<file path="config.mk">
export PLATFORM = sky130hd
export DESIGN_NAME = bcd_seg_scan
export DESIGN_NICKNAME = d
export VERILOG_FILES = /design/src/rtl/bcd_pkg.sv /design/src/rtl/seg7_decode.sv /design/src/rtl/bcd_seg_scan.sv
export SDC_FILE = /design/constraint.sdc
export NUM_CORES = 1
export LEC_CHECK = 0
export CAP_MARGIN = 5
export CORE_MARGIN = 8
export CORE_UTILIZATION = 27
export DETAILED_ROUTE_END_ITERATION = 12
export PLACE_DENSITY = 0.51
export SLEW_MARGIN = 20
export SYNTH_ARGS = -nofsm -noshare
export SYNTH_HDL_FRONTEND = slang
export SYNTH_SLANG_ARGS = --single-unit
</file>
<file path="constraint.sdc">
create_clock -name clk -period 3.4 [get_ports clk]
set_input_delay 1.02 -clock clk [delete_from_list [all_inputs] [get_ports clk]]
set_output_delay 1.02 -clock clk [all_outputs]
set_load 0.02 [all_outputs]
</file>
<file path="src/rtl/bcd_pkg.sv">
// Shared constants for the BCD 7-segment display path.
// Segment patterns are active-low, ordered gfedcba.
package bcd_pkg;

  localparam int BCD_DIGITS = 3;

  typedef logic [3:0] nibble_t;
  typedef logic [6:0] seg_t;

  localparam seg_t SEG_0     = 7'h40;
  localparam seg_t SEG_1     = 7'h79;
  localparam seg_t SEG_2     = 7'h24;
  localparam seg_t SEG_3     = 7'h30;
  localparam seg_t SEG_4     = 7'h19;
  localparam seg_t SEG_5     = 7'h12;
  localparam seg_t SEG_6     = 7'h02;
  localparam seg_t SEG_7     = 7'h78;
  localparam seg_t SEG_8     = 7'h00;
  localparam seg_t SEG_9     = 7'h10;
  localparam seg_t SEG_DASH  = 7'h3F;
  localparam seg_t SEG_BLANK = 7'h7F;

endpackage

</file>
<file path="src/rtl/seg7_decode.sv">
// Combinational nibble to 7-segment pattern; non-decimal nibbles show a dash,
// and blank overrides everything.
module seg7_decode
  import bcd_pkg::*;
(
  input  logic [3:0] nib_i,
  input  logic       blank_i,
  output logic [6:0] seg_o
);

  always_comb begin
    seg_o = SEG_DASH;
    if (blank_i) begin
      seg_o = SEG_BLANK;
    end else begin
      case (nib_i)
        4'd0:    seg_o = SEG_0;
        4'd1:    seg_o = SEG_1;
        4'd2:    seg_o = SEG_2;
        4'd3:    seg_o = SEG_3;
        4'd4:    seg_o = SEG_4;
        4'd5:    seg_o = SEG_5;
        4'd6:    seg_o = SEG_6;
        4'd7:    seg_o = SEG_7;
        4'd8:    seg_o = SEG_8;
        4'd9:    seg_o = SEG_9;
        default: seg_o = SEG_DASH;
      endcase
    end
  end

endmodule

</file>
<file path="src/rtl/bcd_seg_scan.sv">
// Time-multiplexed 3-digit common-anode display driver with tear-free value
// updates at frame boundaries and optional leading-zero blanking.
module bcd_seg_scan
  import bcd_pkg::*;
#(
  parameter int CLK_DIV = 50000
) (
  input  logic        clk,
  input  logic        rst,
  input  logic [11:0] bcd_in,
  input  logic        load,
  input  logic        lz_blank,
  output logic [6:0]  seg,
  output logic [2:0]  an,
  output logic        frame_done
);

  localparam int PW = $clog2(CLK_DIV);
  localparam logic [PW-1:0] PRESC_MAX = PW'(CLK_DIV - 1);

  localparam logic [1:0] IDX_ONES = 2'd0;
  localparam logic [1:0] IDX_TENS = 2'd1;
  localparam logic [1:0] IDX_HUND = 2'd2;

  logic [PW-1:0] presc_q, presc_d;
  logic [1:0]    idx_q, idx_d;
  logic [11:0]   pend_q, pend_d;
  logic          pend_vld_q, pend_vld_d;
  logic [11:0]   shown_q, shown_d;
  logic [6:0]    seg_q, seg_d;
  logic [2:0]    an_q, an_d;
  logic          frame_done_q;

  logic          tick;
  logic          boundary;
  logic [3:0]    digit;
  logic          digit_blank;
  logic [6:0]    digit_seg;

  assign tick     = (presc_q == PRESC_MAX);
  assign boundary = tick && (idx_q == IDX_HUND);

  always_comb begin
    presc_d    = tick ? '0 : presc_q + 1'b1;
    idx_d      = idx_q;
    if (tick) idx_d = (idx_q == IDX_HUND) ? IDX_ONES : idx_q + 2'd1;

    pend_d     = pend_q;
    pend_vld_d = pend_vld_q;
    shown_d    = shown_q;
    if (load) begin
      pend_d     = bcd_in;
      pend_vld_d = 1'b1;
    end
    // A load landing on the boundary edge bypasses straight to the display.
    if (boundary) begin
      pend_vld_d = 1'b0;
      if (load)            shown_d = bcd_in;
      else if (pend_vld_q) shown_d = pend_q;
    end
  end

  // Next slot's digit is decoded from next-state values so it lands on the tick edge.
  always_comb begin
    digit       = shown_d[11:8];
    digit_blank = 1'b0;
    case (idx_d)
      IDX_ONES: digit = shown_d[3:0];
      IDX_TENS: begin
        digit       = shown_d[7:4];
        digit_blank = lz_blank && (shown_d[11:8] == 4'd0) && (shown_d[7:4] == 4'd0);
      end
      default: begin
        digit       = shown_d[11:8];
        digit_blank = lz_blank && (shown_d[11:8] == 4'd0);
      end
    endcase
  end

  seg7_decode u_dec (
    .nib_i   (digit),
    .blank_i (digit_blank),
    .seg_o   (digit_seg)
  );

  always_comb begin
    seg_d = seg_q;
    an_d  = an_q;
    if (tick) begin
      seg_d = digit_seg;
      an_d  = ~(3'b001 << idx_d);
    end
  end

  always_ff @(posedge clk) begin
    if (rst) begin
      presc_q      <= '0;
      idx_q        <= IDX_HUND;
      pend_q       <= '0;
      pend_vld_q   <= 1'b0;
      shown_q      <= '0;
      seg_q        <= SEG_BLANK;
      an_q         <= 3'b111;
      frame_done_q <= 1'b0;
    end else begin
      presc_q      <= presc_d;
      idx_q        <= idx_d;
      pend_q       <= pend_d;
      pend_vld_q   <= pend_vld_d;
      shown_q      <= shown_d;
      seg_q        <= seg_d;
      an_q         <= an_d;
      frame_done_q <= boundary;
    end
  end

  assign seg        = seg_q;
  assign an         = an_q;
  assign frame_done = frame_done_q;

endmodule
</file>
==> results.md, run 1 <==
* Status: complete, no violations
* Leakage at 1.24 nW
* DRC at 0
* Yosys reg bits at 54
* RSZ-0062 raised after global routing: false
* Simple-gate share of the synthesized area at 25.9%
* First-pass GRT wire length at 12100 um
* Total track usage at 10.5%
* CP max FO at 8
* Netlist cell types at 65
* Total setup buffers inserted after CTS at 0
* Nets at 379
* Row cnt at 37
* Post-Synth XOR/XNOR Area at 3.47%
* Routed via count at 2374
* Worst Path Arrival at 3.31 ns
* CTS tree: built
* CTS sink cnt at 54
* Placeable Area at 10100 um^2
* Count of final setup violators at 0
* Worst setup margin at 0.286 ns
* Post-synth EDFFs at 0
* Crit path launch type: primary input
* Final period util at 91.6%
* WS Path Type: primary input to register
* Layout cells sized above 1 at 14.8%
* Largest net degree at the start of global routing at 33
* Post-Route WL at 6970 um
* Most frequent cells in the layout: nor2_1 (55), dfxtp_1 (54), clkdlybuf4s50_1 (26)
* IO Port Bufs at 26
* Slew headroom at 50.1%
* Mean area per synthesized cell at 8.80 um^2
* Top cells by area, synth: dfxtp_1 (39%), nor2_1 (7.4%), a21oi_1 (4.0%), mux2i_1 (4.0%), ha_1 (3.2%)
* Fillers at 1057
* Vert. Die Dim at 117 um
* Routability Congestion at 0.820
* Post-synthesis net count at 339
* Layout area overhead at 22.0%
* DR iter-0 viols at 159
* Ys async rst share at 0%
* Initial core utilization at 27.4%
* Clock Latency Late Sink at 0.32 ns
* Clk_skew at 0.0114 ns
* CTS max path bufs at 2
* Final Instance Area at 3390 um^2
* Worst VDD drop at 0.151 mV
* Placed Area at 3300 um^2
* CTS Buf Count at 5
* Fin Setup TNS at 0 ns
* Min-delay worst type: register to register
* R2r setup slk at 0.49 ns
* # hold bufs at CTS at 0
* Initial antenna violation count at 0
* Max-cap viol count at 0
* Seq/Total Area, Yosys at 38.9%
* CTS root buf: clkbuf_8
* # IOs at 27
* Synth Instances at 316
* Leading area contributor after synthesis: dfxtp_1
* Adder-Cell Fraction of Synth Area at 3.15%
* Kind of end point of the critical path: register
* Avg Vias per Cell at 4.82
* Top-area cell type share of the netlist area at 38.9%
* Clk pin slew, worst setup/hold paths at 0.10 ns
* Fmax at 0.321 GHz
* Fin. Hold Viols at 0
* Tmin final at 3.11 ns
* Largest family of logic cells by synthesized area: simple AND/OR/NAND/NOR gates
* Hpwl dp at 5250 um
* Commonest non-fill, non-tap cell in the layout: nor2_1
* Worst Tran Pin Value at 0.741 ns
* Routed Antenna Nets at 0
* Final hold slack at 0.464 ns
* Critical path required time at 3.60 ns
* Post-Synthesis Cell Area at 2780 um^2
* N_diodes at 0
* Die area at 13800 um^2
* Vias in the first global route at 2386
* Yosys Warn Count at 0
* Pwr dens at 333 nW/um^2
* Post-CTS sizing at 0
* Compound-gate portion of the synthesized area at 18.9%
* Die width at 117 um
* H-tree levels at 2
* Detailed Routing Iterations Pass 1 at 5
* Post-synthesis mux area share at 4.91%
* Ys flop type: dfxtp_1
* Routed WL per cell at 14.1 um
* Pre-CTS setup slack at -0.0410 ns
* GRT overflow at 0
* Count of pins over their slew limit at 0
-- cells by family (layout without fill, tap and decap cells) --
kind of cell    Yosys count  count (layout)
simple gates            130             130
mux                      13              13
xor+xnor                 11              11
flops                    54              54
compound gates           74              74
buf+inv                  27              68
fa+ha+maj                 7               7
-- final timing paths --
| kind | start | end | cells after the start |
|---|---|---|---|
| setup / recovery | load | seg[0] | 12 |
| hold / removal | presc_q[0] | presc_q[0] | 1 |
| setup reg to reg | presc_q[0] | seg[0] | 10 |
| hold reg to reg | presc_q[0] | presc_q[0] | 1 |
-- flip-flops by register name, indices dropped and copies added, names as in the netlist --
register and cells:
presc_q 16, pend_q 12, shown_q 12, seg 7
an 3, idx_q 2, frame_done 1, pend_vld_q 1
-- layer usage --
metal	wire, um	GRT usage, %	part of all wire, %
met1	3380	13.3	48
met3	292	2.88	4.2
met5	0	0	0
met4	150	4.64	2.2
met2	3150	16.3	45
-- metrics by stage --
stage	total power, mW	instances	utilization (%)
finish	1.13	493	33.5
global route	1.19	493	33.5
CTS	1.15	493	33.5
detailed placement	0.759	485	32.5
global placement	0.759	485	32.5
floorplan	0.713	316	-
-- worst max-delay path, cell delays in order --
cell	delay (ns)
clkdlybuf4s50_1	0.40
buf_4	0.17
or2_1	0.26
buf_4	0.15
a21oi_1	0.14
o2111ai_1	0.11
o211ai_1	0.23
inv_1	0.13
ha_1	0.22
a311o_1	0.28
o311ai_1	0.09
a21oi_1	0.11
-- cell type report --
type / instances / area (um^2) / area share (%)
Inverter: 10 / 37.5 / 1.11
Multi-Input combinational cell: 235 / 1570 / 46.2
Tap cell: 136 / 170 / 5.02
Sequential cell: 54 / 1080 / 31.9
Clock inverter: 2 / 12.5 / 0.369
Timing Repair Buffer: 50 / 440 / 13.0
Clock buffer: 6 / 82.6 / 2.43
-- cells in the mapped netlist (5+ instances only) --
| library cell | count |
|---|---|
| mux2i_1 | 11 |
| o21ai_0 | 7 |
| and3_1 | 5 |
| a21oi_1 | 22 |
| dfxtp_1 | 54 |
| nand2_1 | 19 |
| nor3_1 | 5 |
| nand3_1 | 8 |
| clkbuf_1 | 7 |
| buf_2 | 6 |
| xor2_1 | 6 |
| nor2_1 | 55 |
| a211oi_1 | 8 |
| o211ai_1 | 5 |
| xnor2_1 | 5 |
| ha_1 | 7 |
| inv_1 | 9 |
-- report_power, final --
| group | switching, mW | total [mW] | internal [mW] |
|---|---|---|---|
| sequential | 0.00671 | 0.651 | 0.644 |
| clock | 0.221 | 0.385 | 0.164 |
| combinational | 0.0444 | 0.0929 | 0.0484 |
Note: power is estimated with default switching activity, not from simulation.
==> run 2: changes to the inputs <==
--- a/config.mk
+++ b/config.mk
@@ -6,10 +6,10 @@
 export NUM_CORES = 1
 export LEC_CHECK = 0
 export CAP_MARGIN = 5
-export CORE_MARGIN = 8
-export CORE_UTILIZATION = 27
+export CORE_UTILIZATION = 31
 export DETAILED_ROUTE_END_ITERATION = 12
-export PLACE_DENSITY = 0.51
+export DONT_BUFFER_PORTS = 1
+export PLACE_DENSITY = 0.52
 export SLEW_MARGIN = 20
 export SYNTH_ARGS = -nofsm -noshare
 export SYNTH_HDL_FRONTEND = slang
==> run 2 against run 1 <==
  * Clock skew down 0.0047 ns
  * Die area down 32%
  * Via count down 7.0%
  * Utilization up 0.47 points
  * Fmax up 8.1%
  * Sequential cell count unchanged
  * Global-route usage up 3.5 points
  * Critical path depth down 1
  * Cell count down 15%
  * Clock-buffer cell count unchanged
  * Largest power group unchanged
  * Highest routed layer unchanged
==> results.md, run 2 (synthesis gave the netlist of run 1 again) <==
* CTS root buf: clkbuf_8
* Worst VDD drop at 0.164 mV
* H-tree levels at 2
* Nets at 332
* PnR Total Power at 1.14 mW
* Leakage at 1.04 nW
* DRC at 0
* Critical Path Stages at 11
* Worst R2R Start: presc_q[0]
* Delay of the slowest critical-path stage at 0.44 ns
* WS Path Type: register to register
* Largest delay share family, worst path: compound AO/OA/AOI/OAI gates
* RSZ-0062 raised after global routing: false
* Final core occ at 33.9%
* Initial core utilization at 31.9%
* CTS sink cnt at 54
* Status: complete, no violations
* Detailed Routing Iterations Pass 1 at 4
* Start point of the critical path: presc_q[0]
* Pre-CTS setup slack at 0.499 ns
* Top sig layer: met4
* Total setup buffers inserted after CTS at 0
* Post-CTS sizing at 0
* Met3 wire length at 333 um
* # hold bufs at CTS at 0
* Routability Congestion at 0.871
* Max-cap viol count at 0
* Fin. Hold Viols at 0
* First-pass GRT wire length at 10800 um
* Total track usage at 14.0%
* Vert. Die Dim at 96.7 um
* Placeable Area at 8720 um^2
* GRT overflow at 0
* Critical path required time at 3.64 ns
* Layout area overhead at 6.44%
* # IOs at 27
* Routed via count at 2207
* Clk_skew at 0.00668 ns
* Clk pin slew, worst setup/hold paths at 0.09 ns
* Routed Antenna Nets at 0
* Largest net degree at the start of global routing at 35
* Fin Setup TNS at 0 ns
* Final period util at 84.7%
* Row cnt at 34
* Worst Tran Pin Value at 0.668 ns
* Area of the multi-input gates at 1570 um^2
* Fillers at 905
* Top cell by count, worst path: ha_1
* R2r setup slk at 0.52 ns
* Slowest CP cell: a221oi_2
* Final Instance Area at 2960 um^2
* R2R cell count at 11
* Routed WL per cell at 14.7 um
* Die width at 96.7 um
* Most frequent cells in the layout: nor2_1 (55), dfxtp_1 (54), a21oi_1 (22)
* CTS max path bufs at 2
* Worst setup endpoint: seg[4]
* Top reg by flops: presc_q
* CTS tree: built
* Kind of end point of the critical path: register
* Register Area at 1080 um^2
* Commonest non-fill, non-tap cell in the layout: nor2_1
* Count of final setup violators at 0
* Avg Vias per Cell at 5.28
* WP buf/inv at 2
* Tmin final at 2.88 ns
* Met2 WL at 2690 um
* Die area at 9350 um^2
* Placed cell count at 410
* Largest register FFs at 16
* Pwr dens at 387 nW/um^2
* CP max FO at 7
* Placed Area at 2840 um^2
* Post-Route WL at 6170 um
* Worst Path Arrival at 3.13 ns
* Fmax at 0.347 GHz
* Worst setup margin at 0.519 ns
* Largest regs: presc_q: 16 flops, pend_q: 12 flops, shown_q: 12 flops
* Worst-path cell chain: ha_1 > and3_1 > and4_1 > mux2_4 > a221oi_2 > inv_2 > ha_1 > inv_1 > a311oi_1 > a31o_1 > a21oi_1
* Min-delay worst type: register to register
* Clock Latency Late Sink at 0.31 ns
* Crit path launch type: register
* CTS Buf Count at 5
* Crit Reg-Reg Endpoint: seg[4]
* Slew headroom at 55.0%
* Hpwl dp at 4450 um
* Count of pins over their slew limit at 0
* Final hold slack at 0.442 ns
* Vias in the first global route at 2144
* Met1 WL at 3090 um
* Layout cells sized above 1 at 10.0%
* Initial antenna violation count at 1
* DR iter-0 viols at 100
* Post-route non-filler standard cell count at 418
* IO Port Bufs at 0
## run 2: power by group
part	switching, mW	leakage (nW)	internal [mW]
Sequential	0.00632	0.439	0.644
Clock	0.209	0.0573	0.236
Combinational	0.0272	0.545	0.0212
## run 2: per-layer routing
layer,GRT usage (%),up-vias
met5,0,-
met4,3.44,0
met3,3.47,5
met2,21.3,44
met1,19.7,1035
li1,-,1123
## run 2: worst register-to-register path: cells and delay by family (launching register included)
| kind | cells | cell delay, ns |
|---|---|---|
| compound gates | 4 | 0.81 |
| simple gates | 2 | 0.73 |
| flops | 1 | 0.36 |
| mux | 1 | 0.33 |
| buf+inv | 2 | 0.16 |
| fa+ha+maj | 2 | 0.43 |
## run 2: layout make-up
class / count / share of cell area, %
inverter: 10 / 1.27
timing repair buffer: 3 / 0.761
multi-input combinational: 235 / 53.0
tap: 108 / 4.57
antenna: 1 / 0.0846
clock inverter: 1 / 1.01
sequential: 54 / 36.5
clock buffer: 6 / 2.79
## run 2: how the worst min path moves through the flow
stage,start,endpoint,cells after the start
floorplan,presc_q[0],presc_q[0],1
global placement,presc_q[0],presc_q[0],1
detailed placement,presc_q[0],presc_q[0],1
CTS,presc_q[0],presc_q[0],1
global route,presc_q[0],presc_q[0],1
finish,presc_q[0],presc_q[0],1
